$ cat config.mk
export PLATFORM = sky130hd
export DESIGN_NAME = video_in_to_axis
export DESIGN_NICKNAME = d
export VERILOG_FILES = /design/src/rtl/bdc_pkg.sv /design/src/rtl/axis_sync_fifo.sv /design/src/rtl/video_in_to_axis.sv
export SDC_FILE = /design/constraint.sdc
export NUM_CORES = 2
export LEC_CHECK = 0
export ABC_AREA = 0
export CAP_MARGIN = 5
export CORE_ASPECT_RATIO = 1.5
export CORE_UTILIZATION = 45
export CTS_CLUSTER_DIAMETER = 100
export DETAILED_ROUTE_END_ITERATION = 12
export GPL_TIMING_DRIVEN = 0
export PLACE_DENSITY_LB_ADDON = 0.05
export REMOVE_ABC_BUFFERS = 1
export SLEW_MARGIN = 10
export SYNTH_ARGS = -nofsm -noshare
export SYNTH_HDL_FRONTEND = slang
export SYNTH_SLANG_ARGS = --single-unit
$ cat constraint.sdc
create_clock -name clk -period 5.2 [get_ports clk]
set_clock_uncertainty 0.2 [all_clocks]
set_input_delay 1.04 -clock clk [delete_from_list [all_inputs] [get_ports clk]]
set_output_delay 1.04 -clock clk [all_outputs]
set_load 0.005 [all_outputs]
$ cat src/rtl/bdc_pkg.sv
// Types and defaults shared between the video input bridge and the barrel distortion correction stage.
package bdc_pkg;
    localparam int DATA_WIDTH_DEF = 24;
    localparam int WIDTH_DEF      = 1920;
    localparam int HEIGHT_DEF     = 1080;
    localparam int DROP_CNT_W     = 16;

    // FIFO entry is {tuser, tlast, data}; these are bit offsets above the data field.
    localparam int TLAST_BIT = 0;
    localparam int TUSER_BIT = 1;

    typedef enum logic [1:0] {
        ST_WAIT_VSYNC,
        ST_ARMED,
        ST_ACTIVE,
        ST_DROP
    } vin_state_e;

    function automatic logic [DROP_CNT_W-1:0] sat_inc(input logic [DROP_CNT_W-1:0] v);
        return (&v) ? v : v + 1'b1;
    endfunction
endpackage

$ cat src/rtl/axis_sync_fifo.sv
// Single-clock first-word-fall-through FIFO; DEPTH must be a power of two.
module axis_sync_fifo #(
    parameter int WIDTH = 8,
    parameter int DEPTH = 4
)(
    input  logic                     clk,
    input  logic                     rst_n,
    input  logic                     i_wr_en,
    input  logic [WIDTH-1:0]         i_wr_data,
    input  logic                     i_rd_en,
    output logic [WIDTH-1:0]         o_rd_data,
    output logic                     o_full,
    output logic                     o_empty,
    output logic [$clog2(DEPTH):0]   o_level
);
    localparam int AW = $clog2(DEPTH);

    logic [WIDTH-1:0] r_mem [DEPTH];
    logic [AW-1:0]    r_wptr;
    logic [AW-1:0]    r_rptr;
    logic [AW:0]      r_level;
    logic             w_push;
    logic             w_pop;

    assign o_full    = (r_level == (AW+1)'(DEPTH));
    assign o_empty   = (r_level == '0);
    assign o_level   = r_level;
    assign o_rd_data = r_mem[r_rptr];

    // A push while full is accepted only when the head leaves in the same cycle.
    assign w_pop  = i_rd_en & ~o_empty;
    assign w_push = i_wr_en & (~o_full | w_pop);

    always_ff @(posedge clk) begin
        if (w_push) r_mem[r_wptr] <= i_wr_data;
    end

    always_ff @(posedge clk or negedge rst_n) begin
        if (!rst_n) begin
            r_wptr  <= '0;
            r_rptr  <= '0;
            r_level <= '0;
        end else begin
            if (w_push) r_wptr <= r_wptr + 1'b1;
            if (w_pop)  r_rptr <= r_rptr + 1'b1;
            case ({w_push, w_pop})
                2'b10:   r_level <= r_level + 1'b1;
                2'b01:   r_level <= r_level - 1'b1;
                default: r_level <= r_level;
            endcase
        end
    end
endmodule

$ cat src/rtl/video_in_to_axis.sv
// Parallel pixel bus (data/DE/vsync) to AXI4-Stream video with overflow drop and re-lock on vsync.
// Optional frame size measurement when VID_IN_MEASURE_EN is defined.
module video_in_to_axis
    import bdc_pkg::*;
#(
    parameter int WIDTH      = WIDTH_DEF,
    parameter int HEIGHT     = HEIGHT_DEF,
    parameter int DATA_WIDTH = DATA_WIDTH_DEF,
    parameter int FIFO_DEPTH = 64,
    parameter bit VSYNC_POL  = 1'b1
)(
    input  logic                          clk,
    input  logic                          rst_n,
    input  logic [DATA_WIDTH-1:0]         vid_data,
    input  logic                          vid_de,
    input  logic                          vid_vsync,
    output logic [DATA_WIDTH-1:0]         m_axis_tdata,
    output logic                          m_axis_tvalid,
    output logic                          m_axis_tlast,
    output logic                          m_axis_tuser,
    input  logic                          m_axis_tready,
    input  logic                          ovf_clr,
    output logic                          overflow,
    output logic [DROP_CNT_W-1:0]         drop_cnt,
    output logic [$clog2(FIFO_DEPTH):0]   fifo_level,
    output logic [15:0]                   meas_width,
    output logic [15:0]                   meas_height,
    output logic                          meas_valid
);
    localparam int          EW     = DATA_WIDTH + 2;
    localparam logic [15:0] X_LAST = 16'(WIDTH - 1);
    localparam logic [15:0] Y_LAST = 16'(HEIGHT - 1);

    logic [DATA_WIDTH-1:0] r_data;
    logic                  r_de;
    logic                  r_vs;
    logic                  r_vs_d;
    logic                  w_vs_edge;

    always_ff @(posedge clk or negedge rst_n) begin
        if (!rst_n) begin
            r_data <= '0;
            r_de   <= 1'b0;
            r_vs   <= 1'b0;
            r_vs_d <= 1'b0;
        end else begin
            r_data <= vid_data;
            r_de   <= vid_de;
            r_vs   <= VSYNC_POL ? vid_vsync : ~vid_vsync;
            r_vs_d <= r_vs;
        end
    end

    assign w_vs_edge = r_vs & ~r_vs_d;

    vin_state_e            r_state;
    logic [15:0]           r_x;
    logic [15:0]           r_y;
    logic                  r_wr;
    logic [EW-1:0]         r_wr_entry;
    logic                  r_ovf;
    logic [DROP_CNT_W-1:0] r_drop;

    logic                  w_full;
    logic                  w_empty;
    logic [EW-1:0]         w_rd_entry;
    logic                  w_rd;
    logic                  w_wr_lost;
    logic                  w_line_end;
    logic                  w_frame_end;

    assign w_rd        = m_axis_tvalid & m_axis_tready;
    assign w_wr_lost   = r_wr & w_full & ~w_rd;
    assign w_line_end  = (r_x == X_LAST);
    assign w_frame_end = w_line_end & (r_y == Y_LAST);

    // The write request is registered here and lands in the FIFO one edge later,
    // so overflow is judged against the FIFO state at the moment of that write.
    always_ff @(posedge clk or negedge rst_n) begin
        if (!rst_n) begin
            r_state    <= ST_WAIT_VSYNC;
            r_x        <= '0;
            r_y        <= '0;
            r_wr       <= 1'b0;
            r_wr_entry <= '0;
            r_ovf      <= 1'b0;
            r_drop     <= '0;
        end else begin
            r_wr <= 1'b0;
            if (ovf_clr)   r_ovf <= 1'b0;
            if (w_wr_lost) r_ovf <= 1'b1;

            if (w_vs_edge) begin
                r_state <= ST_ARMED;
                r_x     <= '0;
                r_y     <= '0;
                // A frame lost to overflow and cut short at the same time counts once.
                if (w_wr_lost || r_state == ST_ACTIVE) r_drop <= sat_inc(r_drop);
            end else if (w_wr_lost) begin
                r_state <= ST_DROP;
                r_drop  <= sat_inc(r_drop);
            end else begin
                case (r_state)
                    ST_ARMED, ST_ACTIVE: begin
                        if (r_de) begin
                            r_wr       <= 1'b1;
                            r_wr_entry <= {(r_state == ST_ARMED), w_line_end, r_data};
                            r_state    <= w_frame_end ? ST_WAIT_VSYNC : ST_ACTIVE;
                            if (w_line_end) begin
                                r_x <= '0;
                                r_y <= r_y + 1'b1;
                            end else begin
                                r_x <= r_x + 1'b1;
                            end
                        end
                    end
                    default: ;
                endcase
            end
        end
    end

    axis_sync_fifo #(
        .WIDTH (EW),
        .DEPTH (FIFO_DEPTH)
    ) u_fifo (
        .clk       (clk),
        .rst_n     (rst_n),
        .i_wr_en   (r_wr),
        .i_wr_data (r_wr_entry),
        .i_rd_en   (w_rd),
        .o_rd_data (w_rd_entry),
        .o_full    (w_full),
        .o_empty   (w_empty),
        .o_level   (fifo_level)
    );

    assign m_axis_tvalid = ~w_empty;
    assign m_axis_tdata  = w_empty ? '0 : w_rd_entry[DATA_WIDTH-1:0];
    assign m_axis_tlast  = ~w_empty & w_rd_entry[DATA_WIDTH + TLAST_BIT];
    assign m_axis_tuser  = ~w_empty & w_rd_entry[DATA_WIDTH + TUSER_BIT];
    assign overflow      = r_ovf;
    assign drop_cnt      = r_drop;

`ifdef VID_IN_MEASURE_EN
    logic        r_de_d;
    logic [15:0] r_mw_cnt;
    logic [15:0] r_mh_cnt;
    logic [15:0] r_mw;
    logic [15:0] r_mh;
    logic        r_first_done;
    logic        r_seen_vs;
    logic        r_mv;

    // Measurement follows the raw input timing, independent of the capture FSM.
    always_ff @(posedge clk or negedge rst_n) begin
        if (!rst_n) begin
            r_de_d       <= 1'b0;
            r_mw_cnt     <= '0;
            r_mh_cnt     <= '0;
            r_mw         <= '0;
            r_mh         <= '0;
            r_first_done <= 1'b0;
            r_seen_vs    <= 1'b0;
            r_mv         <= 1'b0;
        end else begin
            r_de_d <= r_de;
            if (w_vs_edge) begin
                if (r_seen_vs) begin
                    r_mw <= r_mw_cnt;
                    r_mh <= r_mh_cnt;
                    r_mv <= 1'b1;
                end
                r_seen_vs    <= 1'b1;
                r_mw_cnt     <= '0;
                r_mh_cnt     <= '0;
                r_first_done <= 1'b0;
            end else begin
                if (r_de && !r_first_done) r_mw_cnt <= r_mw_cnt + 1'b1;
                if (r_de_d && !r_de) begin
                    r_mh_cnt     <= r_mh_cnt + 1'b1;
                    r_first_done <= 1'b1;
                end
            end
        end
    end

    assign meas_width  = r_mw;
    assign meas_height = r_mh;
    assign meas_valid  = r_mv;
`else
    assign meas_width  = '0;
    assign meas_height = '0;
    assign meas_valid  = 1'b0;
`endif
endmodule

[Word level (Yosys, flattened, before mapping)]
Memory sizes are Yosys's and may differ from the RTL's.
Index checks and enable logic that the tools add are counted.
Operators by class
  add/sub/neg operators: 7
  multipliers: 0
  divide/modulo/power cells: 0
  magnitude comparators: 0
  eq/ne operators: 9
  shift operators: 0
  muxes and demuxes: 29
  bitwise operators: 16
  reductions and logical operators: 17
Operator list (count)
  2-to-1 mux 16 bit: 14
  adder 16 x 1 -> 16 bit, second input constant: 3
  == test 16 x 11 -> 1 bit, second input constant: 2
  2-to-1 mux 24 bit: 1
  AND reduction 16 bit: 1
  one-hot mux 7 bit (2 select lines): 1
  adder 6 x 1 -> 6 bit, second input constant: 2
  nonzero test 2 bit: 6
  2-to-1 mux 2 bit: 5
  bitwise AND 1 bit: 9
  2-to-1 mux 1 bit: 8
  AND reduction 4 bit: 2
  adder 7 x 1 -> 7 bit, second input constant: 1
  == test 7 bit, second input constant: 1
  logical NOT 7 bit: 1
  subtractor 7 x 1 -> 7 bit, second input constant: 1
  NOT 1 bit: 6
  nonzero test 3 bit: 2
  == test 2 x 1 -> 1 bit, second input constant: 2
  == test 2 bit, second input constant: 2
  AND reduction 2 bit: 2
  AND reduction 3 bit: 1
  inequality test 2 x 1 -> 1 bit, second input constant: 1
  inequality test 2 bit, second input constant: 1
  other kinds (3): 3
Storage, ports and cells
  bits in registers: 124
  latch bits: 0
  bits in writable memories: 1664
  bits in read-only memories: 0
  bits of input ports: 30
  output and inout port bits: 84
  logic and storage cells: 93
  memories: 1
Memory list
  u_fifo.r_mem: depth 64, bits a word 26, read ports 1, clocked after Yosys merged registers in 0, write ports 1, RTL line axis_sync_fifo.sv:18  | logic [WIDTH-1:0] r_mem [DEPTH];

[Longest topological paths before layout]
  depth after elaboration: 8
  gate-level depth with buffers: 10
  gate-level depth less buffers: 8

[By module]
From an unflattened synthesis, not the netlist that was laid out.
Second synthesis, totals
  cell total of the unflattened synthesis: 3428
  area, all modules: 69635.5 µm²
Modules (own cells, without submodules)
  axis_sync_fifo: instances 1, cells each 3009, area each 64864.7 µm², seq. area each 50443.4 µm²
  video_in_to_axis: instances 1, cells each 419, area each 4770.8 µm², seq. area each 2627.5 µm²

[Worst setup path before layout]
Ideal clock, no wire load.
  path kind: input-to-reg
  start point: input m_axis_tready
  end point: memory u_fifo.r_mem[63][0] (netlist name), enable pin
  library setup time: 409 ps
  data arrival time: 3037 ps
  data required time: 4591 ps
  slack: 1554 ps
  stages on the path: 5
  path buffers: 1
  path through: nor4b_2 a211oi_1 nand3_1 clkbuf_1 nor2_1
On the way
  word-level cells in the longest chain between the ends: 6
RTL lines
  start, declared: RTL line video_in_to_axis.sv:21  | input logic m_axis_tready,
  bitwise AND 1 bit: RTL line video_in_to_axis.sv:72  | assign w_rd = m_axis_tvalid & m_axis_tready;
  bitwise AND 1 bit: RTL line axis_sync_fifo.sv:31  | assign w_pop = i_rd_en & ~o_empty;
  OR 1 bit: RTL line axis_sync_fifo.sv:32  | assign w_push = i_wr_en & (~o_full | w_pop);
  bitwise AND 1 bit: RTL line axis_sync_fifo.sv:32
  2-to-1 mux 1 bit: RTL line axis_sync_fifo.sv:35  | if (w_push) r_mem[r_wptr] <= i_wr_data;
  2-to-1 mux 1 bit (not written as such): RTL line axis_sync_fifo.sv:35
  end, declared: RTL line axis_sync_fifo.sv:18
No other way between the ends.

[Worst setup path in the final report]
  start point: register u_fifo.r_rptr[0]
  end point: output m_axis_tdata[5]
On the way
  word-level cells in the longest chain between the ends: 2
RTL lines
  start, declared: RTL line axis_sync_fifo.sv:20  | logic [AW-1:0] r_rptr;
  start signal, assigned: RTL line axis_sync_fifo.sv:45  | if (w_pop) r_rptr <= r_rptr + 1'b1;
  memory (64 x 26 bit)
  2-to-1 mux 24 bit: RTL line video_in_to_axis.sv:139  | assign m_axis_tdata = w_empty ? '0 : w_rd_entry[DATA_WIDTH-1:0];
  end, declared: RTL line video_in_to_axis.sv:17  | output logic [DATA_WIDTH-1:0] m_axis_tdata,
No other way between the ends.

==> key figures <==
Run status
  – Run status: completed

Setup path
  – Worst Path Required: 3.96 ns
  – Crit path buf inv count: 7
  – Setup CP Type: reg -> out
  – CP peak stage delay: approximately 0.5 ns
  – Setup crit start kind: flip-flop
  – Crit path DAT: 3.88 ns
  – Worst setup EP type: primary output
  – Worst path cell trace: buf_16 -> buf_16 -> buf_16 -> buf_12 -> bufbuf_16 -> mux4_2 -> a2111oi_4 -> buf_4 -> a21oi_2 -> a22o_1 -> dlygate4sd2_1
  – Max FO, Critical Path: 10
  – Max stage delay cell, worst path: dfrtp_4
  – Delay-heaviest family, CP: buffers and inverters
  – Most used cell, CP: buf_16

CTS
  – Root Driver: clkbuf_16
  – CTS tree: built
  – Reg clk slew, reported paths: ~0.060 ns
  – Clock Latency Late Sink: about 0.80 ns
  – Htree depth: 4
  – CTS Buf Count: roughly 170
  – Sink Count: 1788
  – Clk buf depth: 3
  – Cts hold-fix bufs: 0

Synth
  – Ranking of synthesized cells by area: edfxtp_1 73%, mux4_2 10%, dfrtp_1 4.5%
  – Synth async-reset ratio: 0.0694
  – Syn_area_per_cell: around 20 sq um
  – Yosys warnings: 0
  – Synth Instances: 3426
  – Most frequent cell after synthesis: edfxtp_1
  – Main synth FF type: edfxtp_1
  – #FFs+latches synth: 1788
  – Post-synthesis sequential area ratio: 0.771
  – Area leader, netlist: edfxtp_1
  – Post-synth top area share: 0.726
  – Synth cell types: between 60 and 70
  – Post-synth top cells: 1664 x edfxtp_1, 312 x mux4_2, 216 x mux2i_1
  – Number of synthesized flops with an enable pin: ~1.7k
  – Post-Syn Area: about 69000 sq um

Detailed routing
  – DRT iter0 DRCs: 3331
  – Remaining routing DRC violations: 0
  – Wire per inst: between 30 and 40 um
  – Iteration count of the initial detailed-routing pass: 5
  – Final ANT Viol Nets: 0
  – Total wire length: 195000 um
  – DR vias: between 30k and 40k
  – Vias per cell: 5.96

Placement
  – Port Buf Inserts: 80
  – Placed cell count: around 5.5k
  – Post-DP HPWL: between 100000 and 150000 um
  – Pre-CTS WS: -1.01 ns
  – Gpl congestion: 0.774

STA
  – Peak Freq: 0.195 GHz
  – Final-report hold violation count: 0
  – Minimum clock period: 5.12 ns
  – Setup violations, final: 0
  – Slew headroom: 0.180
  – Post-route setup slack: 0.0830 ns
  – Period utilization: 0.984
  – Actual slew at the worst max-slew pin: ~1.2 ns
  – Slew Limit Fails: 0
  – RSZ-0062 raised after global routing: no

Floorplan
  – Ports: about 110
  – Die Span X: 321 um
  – Starting density of the core: 0.453
  – Die area: 155000 sq um
  – Placeable core area: approximately 150000 sq um
  – Die height: 481 um
  – Std cell rows: ~180

Layout
  – Final non-filler cell total: 5900
  – Layout area overhead: 19.8%
  – Share of cells above drive strength 1: 0.262
  – Core Util, Final: 0.543
  – Fin nets: between 3k and 4k

Power
  – VDD IR max: about 410 uV
  – Lkg Pwr: approximately 0.027 uW
  – Pwr/cell area: ~580 nW/um^2
  – Power, Total: 47500 uW

Global routing
  – Overall Global Routing Usage: 0.255
  – Largest net degree at the start of global routing: 76
  – Initial antenna violation count: 6
  – Global-route wire length before repair: approximately 270000 um
  – Gr ovfl total: 0
  – Vias in the first global route: around 37k

Job
  – Max-Cap Viols: 0

Min path
  – Worst min path class: in -> async
## power breakdown
part	total (uW)	internal, uW	switching (uW)
Sequential	19300	17900	1390
Combinational	16300	6840	9440
Clock	11900	6660	5260
## cell type report
cell class / count / area (sq um)
tap: 2035 / 2550
antenna: 4 / 10.0
inverter: 16 / 65.1
clock buffer: 215 / 4530
multi-input combinational: 1429 / 16100
clock inverter: 93 / 742
fill: 11600 / 69300
timing repair buffer: 320 / 5370
sequential: 1788 / 53100
## stage by stage
step	cell area [sq um]	hold slack [ns]	setup TNS, ns
final	82400	0.0744	0
after global routing	82400	0.100	0
after CTS	82200	0.0448	-0.187
after detailed placement	75300	0.183	-33.87
after global placement	71200	0.188	-3303.34
after floorplan	67900	0.168	-470.69
## layer usage
metal	global-route usage	wire length (um)	vias to the layer above
met1	0.319	75500	19000
met4	0.100	8440	2
li1	-	-	14800
met3	0.0365	9780	243
met2	0.445	101000	1145
met5	0	8	-
## path summary, 6_finish.rpt
kind	slack, ns	startpoint	endpoint	cells past startpoint
setup / recovery	0.08	u_fifo.r_rptr[0]	m_axis_tdata[5]	11
hold / removal	0.07	rst_n	r_x[15]	1
setup reg to reg	0.76	r_state[0]	r_x[15]	8
hold reg to reg	0.20	r_vs	r_vs_d	0
max in group asynchronous	3.99	rst_n	u_fifo.r_rptr[4]	2
min in group clk	0.20	r_vs	r_vs_d	0
## timing repair
| action | 4_1_cts | 5_1_grt |
|---|---|---|
| endpoints found under the hold margin | 0 | 0 |
| gates cloned | 17 | 3 |
| pin swaps | 39 | 5 |
| setup endpoints to repair | 26 | 12 |
| setup buffers | 53 | 12 |
| resized for setup | 163 | 8 |
## cells in the final DEF (no fill, tap or decap), drive strengths merged, types with 65 or more instances in the layout
cell type     n
clkbuf      218
o221ai       74
nand2       141
mux4        312
buf         227
mux2i       216
a22oi        75
clkinv       65
nor2         88
edfxtp     1664
a21oi       139
dfrtp       124
## registers in the layout (all words and copies together), names as in the netlist, 2 cells and up
name / cells
u_fifo.o_level: 7
r_data: 24
r_wr_entry: 26
u_fifo.r_wptr: 6
drop_cnt: 16
r_state: 2
u_fifo.r_mem: 1664
r_x: 16
u_fifo.r_rptr: 6
r_y: 16
## cells by family (layout without fill, tap and decap cells)
logic type	after synthesis	count (layout)	share of synthesized area
compound gates	460	460	0.0471
xor+xnor	33	33	0.00420
fa+ha+maj	8	8	0.00145
buf+inv	242	644	0.0162
flops	1788	1788	0.771
mux	535	535	0.135
other cells	1	37	0.0000545
simple gates	359	360	0.0250
Note: power is estimated with default switching activity, not from simulation.
